**src/rtl/uart_debug_bridge.sv**
```systemverilog
// Debug bridge: decodes read/write command frames arriving on a UART byte stream
// into memory accesses, and returns a status byte followed by any read data.
module uart_debug_bridge #(
    parameter int unsigned ADDR_W      = 32,
    parameter int unsigned DATA_W      = 32,
    parameter int unsigned ID_W        = 4,
    parameter int unsigned NUM_CORES   = 16,
    parameter int unsigned MAX_BURST   = 16,
    parameter int unsigned TIMEOUT_CYC = 100000
) (
    input  logic              clk,
    input  logic              rst_n,
    input  logic [7:0]        rx_data,
    input  logic              rx_valid,
    output logic [7:0]        tx_data,
    output logic              tx_valid,
    input  logic              tx_ready,
    output logic              mem_req,
    output logic              mem_we,
    output logic [ID_W-1:0]   mem_id,
    output logic [ADDR_W-1:0] mem_addr,
    output logic [DATA_W-1:0] mem_wdata,
    input  logic              mem_ack,
    input  logic [DATA_W-1:0] mem_rdata,
    output logic              busy,
    output logic [7:0]        err_count
);
    localparam int unsigned AB    = ADDR_W / 8;
    localparam int unsigned DB    = DATA_W / 8;
    localparam int unsigned TMO_W = $clog2(TIMEOUT_CYC + 1);

    localparam logic [7:0] OP_READ    = 8'h01;
    localparam logic [7:0] OP_WRITE   = 8'h02;
    localparam logic [7:0] ST_OK      = 8'h00;
    localparam logic [7:0] ST_BAD_OP  = 8'hE0;
    localparam logic [7:0] ST_BAD_ID  = 8'hE1;
    localparam logic [7:0] ST_BAD_LEN = 8'hE2;

    typedef enum logic [2:0] {
        IDLE, GET_ID, GET_ADDR, GET_LEN, GET_WDATA, MEM, SEND_STATUS, SEND_RDATA
    } state_t;

    state_t state, state_nxt;

    logic              is_wr, bad_id;
    logic [ID_W-1:0]   id_reg;
    logic [ADDR_W-1:0] addr_reg;
    logic [DATA_W-1:0] wdata_reg, rdata_reg;
    logic [7:0]        len_reg, word_cnt, byte_cnt, status_reg, status_val;
    logic [TMO_W-1:0]  tmo_cnt;
    logic              status_ld, err_evt, in_get, tmo, overrun;
    logic              last_word, last_abyte, last_dbyte;

    assign in_get     = (state == GET_ID) || (state == GET_ADDR) ||
                        (state == GET_LEN) || (state == GET_WDATA);
    assign overrun    = rx_valid && ((state == MEM) || (state == SEND_STATUS) ||
                                     (state == SEND_RDATA));
    assign tmo        = in_get && !rx_valid && (tmo_cnt == TMO_W'(TIMEOUT_CYC - 1));
    assign last_word  = (word_cnt == len_reg);
    assign last_abyte = (byte_cnt == 8'(AB - 1));
    assign last_dbyte = (byte_cnt == 8'(DB - 1));

    always_ff @(posedge clk) begin
        if (!rst_n) state <= IDLE;
        else        state <= state_nxt;
    end

    always_comb begin
        state_nxt  = state;
        status_ld  = 1'b0;
        status_val = ST_OK;
        err_evt    = 1'b0;
        unique case (state)
            IDLE: if (rx_valid) begin
                if (rx_data == OP_READ || rx_data == OP_WRITE) begin
                    state_nxt = GET_ID;
                end else begin
                    state_nxt  = SEND_STATUS;
                    status_ld  = 1'b1;
                    status_val = ST_BAD_OP;
                    err_evt    = 1'b1;
                end
            end
            GET_ID:   if (rx_valid) state_nxt = GET_ADDR;
            GET_ADDR: if (rx_valid && last_abyte) state_nxt = GET_LEN;
            GET_LEN: if (rx_valid) begin
                if ({1'b0, rx_data} >= 9'(MAX_BURST)) begin
                    state_nxt  = SEND_STATUS;
                    status_ld  = 1'b1;
                    status_val = ST_BAD_LEN;
                    err_evt    = 1'b1;
                end else if (is_wr) begin
                    state_nxt = GET_WDATA;
                end else begin
                    state_nxt  = SEND_STATUS;
                    status_ld  = 1'b1;
                    status_val = bad_id ? ST_BAD_ID : ST_OK;
                    err_evt    = bad_id;
                end
            end
            // A bad-id write still drains its data bytes but never touches memory.
            GET_WDATA: if (rx_valid && last_dbyte) begin
                if (!bad_id) begin
                    state_nxt = MEM;
                end else if (last_word) begin
                    state_nxt  = SEND_STATUS;
                    status_ld  = 1'b1;
                    status_val = ST_BAD_ID;
                    err_evt    = 1'b1;
                end
            end
            MEM: if (mem_ack) begin
                if (!is_wr) begin
                    state_nxt = SEND_RDATA;
                end else if (last_word) begin
                    state_nxt  = SEND_STATUS;
                    status_ld  = 1'b1;
                    status_val = ST_OK;
                end else begin
                    state_nxt = GET_WDATA;
                end
            end
            SEND_STATUS: if (tx_ready) state_nxt = (status_reg == ST_OK && !is_wr) ? MEM : IDLE;
            SEND_RDATA:  if (tx_ready && last_dbyte) state_nxt = last_word ? IDLE : MEM;
            default: state_nxt = IDLE;
        endcase
        if (tmo) begin
            state_nxt = IDLE;
            err_evt   = 1'b1;
        end
        if (overrun) err_evt = 1'b1;
    end

    always_ff @(posedge clk) begin
        if (!rst_n) begin
            is_wr      <= 1'b0;
            bad_id     <= 1'b0;
            id_reg     <= '0;
            addr_reg   <= '0;
            wdata_reg  <= '0;
            rdata_reg  <= '0;
            len_reg    <= '0;
            word_cnt   <= '0;
            byte_cnt   <= '0;
            status_reg <= '0;
            tmo_cnt    <= '0;
            err_count  <= '0;
        end else begin
            if (err_evt && err_count != 8'hFF) err_count <= err_count + 8'd1;
            if (status_ld) status_reg <= status_val;
            if (in_get && !rx_valid) tmo_cnt <= tmo_cnt + TMO_W'(1);
            else                     tmo_cnt <= '0;
            unique case (state)
                IDLE: if (rx_valid) begin
                    is_wr    <= (rx_data == OP_WRITE);
                    byte_cnt <= '0;
                end
                GET_ID: if (rx_valid) begin
                    id_reg   <= rx_data[ID_W-1:0];
                    bad_id   <= (32'(rx_data) >= NUM_CORES);
                    byte_cnt <= '0;
                end
                GET_ADDR: if (rx_valid) begin
                    for (int unsigned i = 0; i < AB; i++)
                        if (byte_cnt == 8'(i)) addr_reg[i*8 +: 8] <= rx_data;
                    byte_cnt <= last_abyte ? 8'd0 : byte_cnt + 8'd1;
                end
                GET_LEN: if (rx_valid) begin
                    len_reg  <= rx_data;
                    word_cnt <= '0;
                    byte_cnt <= '0;
                end
                GET_WDATA: if (rx_valid) begin
                    for (int unsigned i = 0; i < DB; i++)
                        if (byte_cnt == 8'(i)) wdata_reg[i*8 +: 8] <= rx_data;
                    byte_cnt <= last_dbyte ? 8'd0 : byte_cnt + 8'd1;
                    if (last_dbyte && bad_id) word_cnt <= word_cnt + 8'd1;
                end
                MEM: if (mem_ack) begin
                    addr_reg <= addr_reg + ADDR_W'(DB);
                    byte_cnt <= '0;
                    if (is_wr) word_cnt  <= word_cnt + 8'd1;
                    else       rdata_reg <= mem_rdata;
                end
                SEND_RDATA: if (tx_ready) begin
                    byte_cnt <= last_dbyte ? 8'd0 : byte_cnt + 8'd1;
                    if (last_dbyte) word_cnt <= word_cnt + 8'd1;
                end
                default: ;
            endcase
        end
    end

    always_comb begin
        busy      = (state != IDLE);
        mem_req   = (state == MEM);
        mem_we    = (state == MEM) && is_wr;
        mem_id    = id_reg;
        mem_addr  = addr_reg;
        mem_wdata = wdata_reg;
        tx_valid  = (state == SEND_STATUS) || (state == SEND_RDATA);
        tx_data   = '0;
        if (state == SEND_STATUS) begin
            tx_data = status_reg;
        end else if (state == SEND_RDATA) begin
            for (int unsigned i = 0; i < DB; i++)
                if (byte_cnt == 8'(i)) tx_data = rdata_reg[i*8 +: 8];
        end
    end
endmodule

```
**config.mk**
```make
export PLATFORM = sky130hd
export DESIGN_NAME = uart_debug_bridge
export DESIGN_NICKNAME = d
export VERILOG_FILES = /design/src/rtl/uart_debug_bridge.sv
export SDC_FILE = /design/constraint.sdc
export NUM_CORES = 1
export LEC_CHECK = 0
export ABC_AREA = 1
export CORE_ASPECT_RATIO = 1.5
export CORE_UTILIZATION = 50
export DETAILED_ROUTE_END_ITERATION = 8
export PLACE_DENSITY = 0.76
export SETUP_SLACK_MARGIN = 0.02
export SLEW_MARGIN = 20
export SYNTH_ARGS = -nofsm -noshare
export SYNTH_HDL_FRONTEND = slang
export SYNTH_SLANG_ARGS = --single-unit
```
**constraint.sdc**
```tcl
create_clock -name clk -period 2.65 [get_ports clk]
set_input_delay 0.53 -clock clk [delete_from_list [all_inputs] [get_ports clk]]
set_output_delay 0.53 -clock clk [all_outputs]
set_load 0.03 [all_outputs]
```
; ---- Word level (Yosys, flattened, before mapping)
; Index checks and enable logic that the tools add are counted.
[totals]
reg_bits = 162
latchBits = 0
ram_bits = 0
romBits = 0
input_bits = 45
out_inout_bits = 88
elab_cells = 179
n_memories = 0
[op_classes]
addsub = 5
multipliers = 0
n_div = 0
n_lt_le_gt_ge = 2
n_eq_ne = 36
shift = 0
mux = 71
bitwise = 2
reduce_logical = 44
[ops]
columns = cell, count
row1 = $mux W8, 30
row2 = $mux W32, 2
row3 = $pmux W32 S2, 1
row4 = $pmux W8 S4, 2
row5 = $mux W3, 13
row6 = $add A32 B3 Y32 const B, 1
row7 = $add A8 B1 Y8 const B, 3
row8 = $eq A8 B2 Y1 const B, 3
row9 = $pmux W3 S8, 1
row10 = $pmux W8 S3, 1
row11 = $ne A2 B1 Y1 const B, 11
row12 = $ne A2 B2 Y1 const B, 9
row13 = $add A17 B1 Y17 const B, 1
row14 = $eq A17 B17 Y1 const B, 1
row15 = $eq A8 B1 Y1 const B, 2
row16 = $ge A8 B5 Y1 const B, 2
row17 = $logic_not A8 Y1, 2
row18 = $reduce_and A4 Y1, 4
row19 = $mux W1, 15
row20 = $reduce_and A3 Y1, 5
row21 = $eq A3 B3 Y1 const B, 4
row22 = $logic_and A1 B1 Y1, 9
row23 = $reduce_and A9 Y1, 1
row24 = $eq A8 B8 Y1, 1
row25 = other kinds (19), 36

; ---- Logic depth before layout (Yosys ltp)
; Gate-level depths: netlist (run 1).
[depth]
depth_word = 9
depth_mapped = 14
mapped_depth_nobuf = 13

; ---- Worst setup path before layout (run 1)
; No wires, ideal clock.
[synth_timing]
path_kind = register -> output
from = register byte_cnt[0]
to = output tx_data[0]
t_arrival_ps = 1935
required_time_ps = 2120
slack_ps = 185
stages_incl_launch_ff = 9
path_buffers = 1
cell_sequence = dfxtp_1 inv_1 ha_1 nand2_1 nor2_1 inv_1 clkbuf_1 a21oi_1 o21ai_0
[synth_via]
elab_chain_cells = 7
word_cells_on_any_way = 10
classes_between = eq/ne (3) / mux (6) / reduce/logical (1)
[synth_rtl]
columns = element, line
row1 = start: declaration, 49  ; logic [7:0] len_reg, word_cnt, byte_cnt, status_reg, status_val;
row2 = start signal: assignment, 166  ; byte_cnt <= last_abyte ? 8'd0 : byte_cnt + 8'd1;
row3 = start signal: assignment, 176  ; byte_cnt <= last_dbyte ? 8'd0 : byte_cnt + 8'd1;
row4 = start signal: assignment, 186  ; byte_cnt <= last_dbyte ? 8'd0 : byte_cnt + 8'd1;
row5 = $logic_not A8 Y1, 207  ; if (byte_cnt == 8'(i)) tx_data = rdata_reg[i*8 +: 8];
row6 = $mux W8 (3 in series), 207
row7 = $mux W8 *, 207
row8 = $mux W8 *, 205  ; end else if (state == SEND_RDATA) begin
row9 = $mux W8 *, 203  ; if (state == SEND_STATUS) begin
row10 = end: declaration, 15  ; output logic [7:0] tx_data,
; Every way passes the cells marked *; elsewhere a longest branch is shown, timed or not.

; ---- Worst setup path in the final report (run 1)
[layout_timing]
from = register byte_cnt[5]
to = output tx_data[5]
; The elaborated chain is that of the path after synthesis.

==> results of run 1 <==
[worst min-delay path by stage]
stage | startpoint | cells past startpoint | slack (ns) | endpoint
6_report | byte_cnt[2]$_SDFFE_PN0P_ | 1 | 0.45 | byte_cnt[2]$_SDFFE_PN0P_
5_1_grt | byte_cnt[2]$_SDFFE_PN0P_ | 1 | 0.47 | byte_cnt[2]$_SDFFE_PN0P_
4_1_cts | byte_cnt[2]$_SDFFE_PN0P_ | 1 | 0.45 | byte_cnt[2]$_SDFFE_PN0P_
3_5_place_dp | byte_cnt[2]$_SDFFE_PN0P_ | 1 | 0.44 | byte_cnt[2]$_SDFFE_PN0P_
3_3_place_gp | byte_cnt[2]$_SDFFE_PN0P_ | 1 | 0.42 | byte_cnt[2]$_SDFFE_PN0P_
2_1_floorplan | byte_cnt[2]$_SDFFE_PN0P_ | 1 | 0.41 | byte_cnt[2]$_SDFFE_PN0P_
[critical path, stage by stage (launching register included)]
cell and delay, ns:
dfxtp_1 0.34, inv_1 0.08, nand2_1 0.08, nor2_4 0.15
nand3_2 0.10, buf_4 0.18, nor3_2 0.15, o22ai_1 0.12
nand2_1 0.08, nand2_1 0.05, nand2_1 0.07, buf_4 0.16
[metrics by stage]
| stage | power, uW | cell area, sq um | std cells | hold WS, ns | util, % |
|---|---|---|---|---|---|
| floorplan | 4570 | 8020 | 1209 | 0.412 | - |
| finish | 8120 | 10400 | 1576 | 0.446 | 66.4 |
| global placement | 5510 | 9640 | 1539 | 0.424 | 61.7 |
| global route | 8520 | 10400 | 1576 | 0.466 | 66.4 |
| CTS | 8080 | 10300 | 1573 | 0.446 | 65.8 |
| detailed placement | 5540 | 9640 | 1539 | 0.437 | 61.7 |
[metal layers]
layer  share of wire [%]  vias up  GRT usage (%)
li1                    -     4243              -
met1                  41     3852           33.3
met2                  50      261           51.3
met3                 4.6       69           4.76
met4                 4.7        0           17.0
met5                   0        -              0
[placed cells by master, fill, tap and decap left out, types with 3 or more instances in the layout]
cell,instances
nand2_1,244
nor2_1,183
dfxtp_1,153
inv_1,122
clkdlybuf4s50_1,119
o21ai_0,112
a21oi_1,105
nand3_1,80
buf_4,49
nor3_1,25
clkbuf_16,17
xor2_1,15
a31oi_1,14
inv_2,13
o21ai_1,12
nand4_1,10
xnor2_1,10
ha_1,8
nand2_2,6
o21a_1,6
inv_6,5
or2_2,5
nor3b_1,5
nor2_2,4
o211ai_1,4
nand3b_1,4
dfxtp_2,4
clkinvlp_4,4
nand3_4,3
o22ai_1,3
bufinv_16,3
[power by group through the flow]
| stage | clock, uW | sequential, uW | combinational [uW] |
|---|---|---|---|
| after floorplan | 0 | 3330 | 1250 |
| after global placement | 0 | 3030 | 2480 |
| after detailed placement | 0 | 3030 | 2500 |
| after CTS | 2570 | 2990 | 2530 |
| after global routing | 2680 | 3040 | 2800 |
| final | 2540 | 3010 | 2570 |
[cell type report]
type	instances	area, sq um
clock buffer	20	447
fill	1418	5250
clock inverter	12	160
tap	203	254
sequential	157	3150
inverter	137	522
multi-input combinational	876	4250
timing repair buffer	171	1590
[cell families (layout without fill, tap and decap cells)]
family          count (synthesis)  after routing  share of synthesized area, %
buf+inv                       176            340                          8.63
flops                         157            157                          39.2
simple gates                  578            578                          30.5
xor+xnor                       25             25                          2.73
fa+ha+maj                       8              8                          1.25
compound gates                265            265                          17.7
[timing repair]
action                                  in CTS  in global routing
hold endpoints to repair                     0                  0
resized for setup                           10                 25
cloned                                       0                  0
buffers inserted                             2                  3
pin swaps                                    0                  4
endpoints found under the setup margin       9                  9
hold buffers                                 0                  0
==> summary.md, run 1 <==
| Metric | Value |
|---|---|
| Reg2reg start | state[2]$_SDFFE_PP0P_ |
| Leak | 0.00417 uW |
| Routed vias/inst | 5.35 |
| Post-synth cell types | 38 |
| CTS clock-pin slew for the worst setup and hold paths | 0.07 ns |
| Critical Path Source | byte_cnt[5]$_SDFFE_PN0P_ |
| Share of cells above drive strength 1 | 9.47% |
| Logic gate share of total power | 31.7% |
| Largest net degree at the start of global routing | 47 |
| Row count | 56 |
| Post-synth EDFFs | 0 |
| First-pass GRT wire length | 38100 um |
| Nets | 1413 |
| Clock buffer depth | 2 |
| Synth Instances | 1209 |
| Port bufs | 132 |
| Seq pwr share | 37.0% |
| GR Util All Layers | 29.2% |
| Fin crit period | 2.52 ns |
| Synthesized net count | 1262 |
| Die Y | 157 um |
| Ys async rst share | 0% |
| Power per cell area | 783 mW/mm^2 |
| Die area | 0.0166 sq mm |
| CP Data Required Time | 2.12 ns |
| R2R Setup Slk | 0.32 ns |
| Count leader, synth | nand2_1 |
| CTS tree | done |
| Die X | 105 um |
| Root buffer cell | clkbuf_16 |
| Synth area leaders | dfxtp_1, nand2_1, nor2_1 |
| Sequential area share after synthesis | 39.2% |
| Worst r2r dst | word_cnt[2]$_SDFFE_PN0P_ |
| Max FO, Critical Path | 4 |
| Synth area leader | dfxtp_1 |
| Initial drt markers | 531 |
| Fin. max-slew vios | 0 |
| #FFs+latches synth | 157 |
| Top post-synthesis cells by count | nand2_1, nor2_1, dfxtp_1 |
| Switching Share | 36.9% |
| GR Overflow Total | 0 |
| Final setup fails | 0 |
| Final hold vios | 0 |
| Final setup TNS | 0 ns |
| Detailed-route via count | 8425 |
| Core area | 0.0156 sq mm |
| Dpl hpwl | 17500 um |
| Clock power share | 31.3% |
| Status | finished clean |
| First-pass DRT Iterations | 5 |
| Worst Setup Start Kind | flip-flop |
| Fin crit share | 94.9% |
| RSZ-0062 raised after global routing | false |
| Gpl congestion | 0.927 |
| Share of the synthesized area in the top cell type | 39.2% |
| R2R cell count | 13 |
| Max VDD drop | 0.000623 V |
| Worst Tran Pin Value | 0.461 ns |
| Clk sinks | 157 |
| PnR worst setup slack | 0.134 ns |
| Ys Warns | 0 |
| Initial Util | 51.3% |
| Worst slew margin | 69.3% |
| Routed WL per cell | 15.1 um |
| Max Cap Violations | 0 |
| Switching pwr | 3000 uW |
| Setup Skew | 0.00929 ns |
| I/O pins | 133 |
| CP endpoint | tx_data[5] |
| Antenna Nets Post-Route | 0 |
| Critical Path End Type | output pin |
| Setup CP Type | reg -> out |
| Max Freq | 398 MHz |
| Clock Latency Late Sink | 0.43 ns |
| Post-Place Setup Slack | 0.143 ns |
| Final wirelength | 23900 um |
| Worst path arrival time | 1.99 ns |
| DRC | 0 |
| Int Pwr | 5120 uW |
| Max H-tree Level | 4 |
| Synthesis-to-finish area growth | 29.3% |
| TritonCTS buffer count | 17 |
| Vias in the first global route | 7824 |
| Synth Cell Area | 0.00802 sq mm |
| Synth Area per Inst | 6.63 sq um |
| Worst Hold Class | reg -> reg |
| Initial antenna violation count | 0 |
| Antenna diodes | 0 |
| Ys flop type | dfxtp_1 |
Power figures use the tool's default switching activity.
==> inputs of run 2 (changes only) <==
--- a/config.mk
+++ b/config.mk
@@ -10,8 +10,7 @@
 export CORE_UTILIZATION = 50
 export DETAILED_ROUTE_END_ITERATION = 8
 export PLACE_DENSITY = 0.76
-export SETUP_SLACK_MARGIN = 0.02
-export SLEW_MARGIN = 20
+export SETUP_SLACK_MARGIN = 0.4
 export SYNTH_ARGS = -nofsm -noshare
 export SYNTH_HDL_FRONTEND = slang
 export SYNTH_SLANG_ARGS = --single-unit
==> summary.md, run 2 (same netlist as run 1, synthesis figures left out) <==
| Metric | Value |
|---|---|
| Worst Setup Start Kind | flip-flop |
| First-pass DRT Iterations | 5 (unchanged) |
| GR Overflow Total | 0 (unchanged) |
| Reg2reg start | byte_cnt[4]$_SDFFE_PN0P_ |
| Fill cell total of the finished layout | 1330 (-6.2%) |
| Clock buffer depth | 2 (unchanged) |
| CP Data Required Time | 2.12 ns (about the same) |
| Synthesis-to-finish area growth | 34.5% |
| CTS tree | done |
| Final hold vios | 0 (unchanged) |
| Die Y | 157 um (unchanged) |
| Largest net degree at the start of global routing | 54 (+15%) |
| Commonest non-fill, non-tap cells in the layout | nand2_1, nor2_1, dfxtp_1 |
| Min-delay src | byte_cnt[2]$_SDFFE_PN0P_ |
| R2R cell count | 10 (-3) |
| Initial drt markers | 485 (-8.7%) |
| Initial Util | 51.3% (unchanged) |
| Clock Latency Late Sink | 0.43 ns (about the same) |
| Final wirelength | 24900 um (+4.4%) |
| Max VDD drop | 0.000626 V (+0.58%) |
| Max Freq | 393 MHz (-1.2%) |
| Worst Hold Class | reg -> reg |
| Min-Delay Endpoint | byte_cnt[2]$_SDFFE_PN0P_ |
| Routed vias/inst | 5.41 (+1.2%) |
| DRC | 0 (unchanged) |
| Gpl congestion | 0.936 (+1.0%) |
| Antenna diodes | 0 (unchanged) |
| Vias in the first global route | 8114 (+3.7%) |
| Worst Tran Pin Value | 0.459 ns (-0.00170 ns) |
| Worst slew margin | 69.2% (-0.12 points) |
| Status | finished clean |
| Setup CP Type | reg -> out |
| Hold path depth | 1 (unchanged) |
| Fin crit share | 96.1% (+1.2 points) |
| Nets | 1435 (+1.6%) |
| Most common cell after layout, fill and taps aside | nand2_1 |
| Clk sinks | 157 (unchanged) |
| Final setup fails | 0 (unchanged) |
| Fin crit period | 2.55 ns (+0.0308 ns) |
| I/O pins | 133 (unchanged) |
| Worst r2r dst | mem_addr[12]$_SDFFE_PN0P_ |
| Detailed-route via count | 8644 (+2.6%) |
| Port bufs | 132 (unchanged) |
| Fin. max-slew vios | 0 (unchanged) |
| Tot Pwr | 8360 uW (+3.0%) |
| First-pass GRT wire length | 39100 um (+2.4%) |
| Power per cell area | 776 mW/mm^2 (-0.90%) |
| Root buffer cell | clkbuf_16 |
| Antenna Nets Post-Route | 0 (unchanged) |
| Worst path arrival time | 2.02 ns (+0.03 ns) |
| Max FO, Critical Path | 7 (+3) |
| Setup Skew | 0.00930 ns (+0.00000624 ns) |
| Dpl hpwl | 17400 um (-0.62%) |
| CTS clock-pin slew for the worst setup and hold paths | 0.06 ns (about the same) |
| Final setup TNS | 0 ns (unchanged) |
| R2R Setup Slk | 0.49 ns (+0.17 ns) |
| TritonCTS buffer count | 17 (unchanged) |
| Die area | 0.0166 sq mm (unchanged) |
| Routed WL per cell | 15.6 um (+2.9%) |
| Die X | 105 um (unchanged) |
| Critical Path End Type | output pin |
| Max H-tree Level | 4 (unchanged) |
| Leak | 0.00431 uW (+3.4%) |
| Row count | 56 (unchanged) |
| GR Util All Layers | 30.1% (+0.86 points) |
| RSZ-0062 raised after global routing | true |
| Max Cap Violations | 0 (unchanged) |
| Core area | 0.0156 sq mm (unchanged) |
| CTS Hold Buffers Added | 0 (unchanged) |
| Share of cells above drive strength 1 | 13.8% (+4.4 points) |
| Initial antenna violation count | 0 (unchanged) |
## run 2: cell types whose count changed in the layout (fill, tap and decap cells not counted), sizes merged
cell           change
clkdlybuf4s50      -1
clkinv             +3
clkbuf             -2
dlymetal6s2s       -1
inv                +1
clkdlybuf4s15      +1
buf               +21
## run 2: critical path: stages (launching register included)
cell and delay, ns:
dfxtp_2 0.33, inv_2 0.06, nand2_2 0.06, nor2_4 0.23
nand3_4 0.17, buf_6 0.18, o21ai_4 0.12, o22ai_2 0.10
a21oi_2 0.18, buf_6 0.15
## run 2: worst max-delay path by stage
stage | start | end | slack (ns) | cells after the start
after detailed placement | byte_cnt[0]$_SDFFE_PN0P_ | tx_data[5] | 0.21 | 11
after global routing | byte_cnt[5]$_SDFFE_PN0P_ | tx_data[4] | 0.06 | 9
after floorplan | byte_cnt[1]$_SDFFE_PN0P_ | tx_data[2] | 0.29 | 6
after global placement | rx_data[1] | err_count[1]$_SDFFE_PN0P_ | 0.22 | 11
after CTS | byte_cnt[6]$_SDFFE_PN0P_ | tx_data[4] | 0.20 | 9
final | byte_cnt[4]$_SDFFE_PN0P_ | tx_data[4] | 0.10 | 9
## run 2: area by class of cell
cell class / instances / area (sq um) / area share, %
inverter: 137 / 531 / 4.92
clock buffer: 17 / 425 / 3.95
timing repair buffer: 192 / 1790 / 16.6
sequential: 157 / 3160 / 29.3
multi-input combinational: 876 / 4430 / 41.1
tap: 203 / 254 / 2.36
timing repair inverter: 1 / 6.26 / 0.0580
clock inverter: 15 / 186 / 1.73
## run 2: layer usage
layer / GRT usage (%) / wire, um / vias to the layer above
met1: 32.0 / 9650 / 3956
met3: 6.13 / 1290 / 80
met2: 54.8 / 12800 / 308
met5: 0 / 0 / -
li1: - / - / 4300
met4: 17.4 / 1150 / 0
## run 2: through the flow
stage / instances / setup slack [ns] / utilization [%] / hold WS, ns / instance area, sq um
2_1_floorplan: 1209 / 0.286 / - / 0.412 / 8020
3_3_place_gp: 1539 / 0.223 / 61.7 / 0.428 / 9640
3_5_place_dp: 1539 / 0.212 / 61.7 / 0.433 / 9640
4_1_cts: 1593 / 0.203 / 68.2 / 0.435 / 10700
5_1_grt: 1598 / 0.0615 / 69.0 / 0.475 / 10800
6_report: 1598 / 0.104 / 69.0 / 0.441 / 10800
## run 2: where the power goes
part	total [uW]	switching [uW]	internal, uW
Combinational	2770	1730	1050
Sequential	3030	363	2670
Clock	2560	1060	1500
Total	8360	3150	5210
## run 2: repair_timing
action,CTS,global route
resized for setup,90,26
cloned,1,0
setup endpoints to repair,12,14
pin swaps,15,8
endpoints found under the hold margin,0,0
setup buffers,21,5
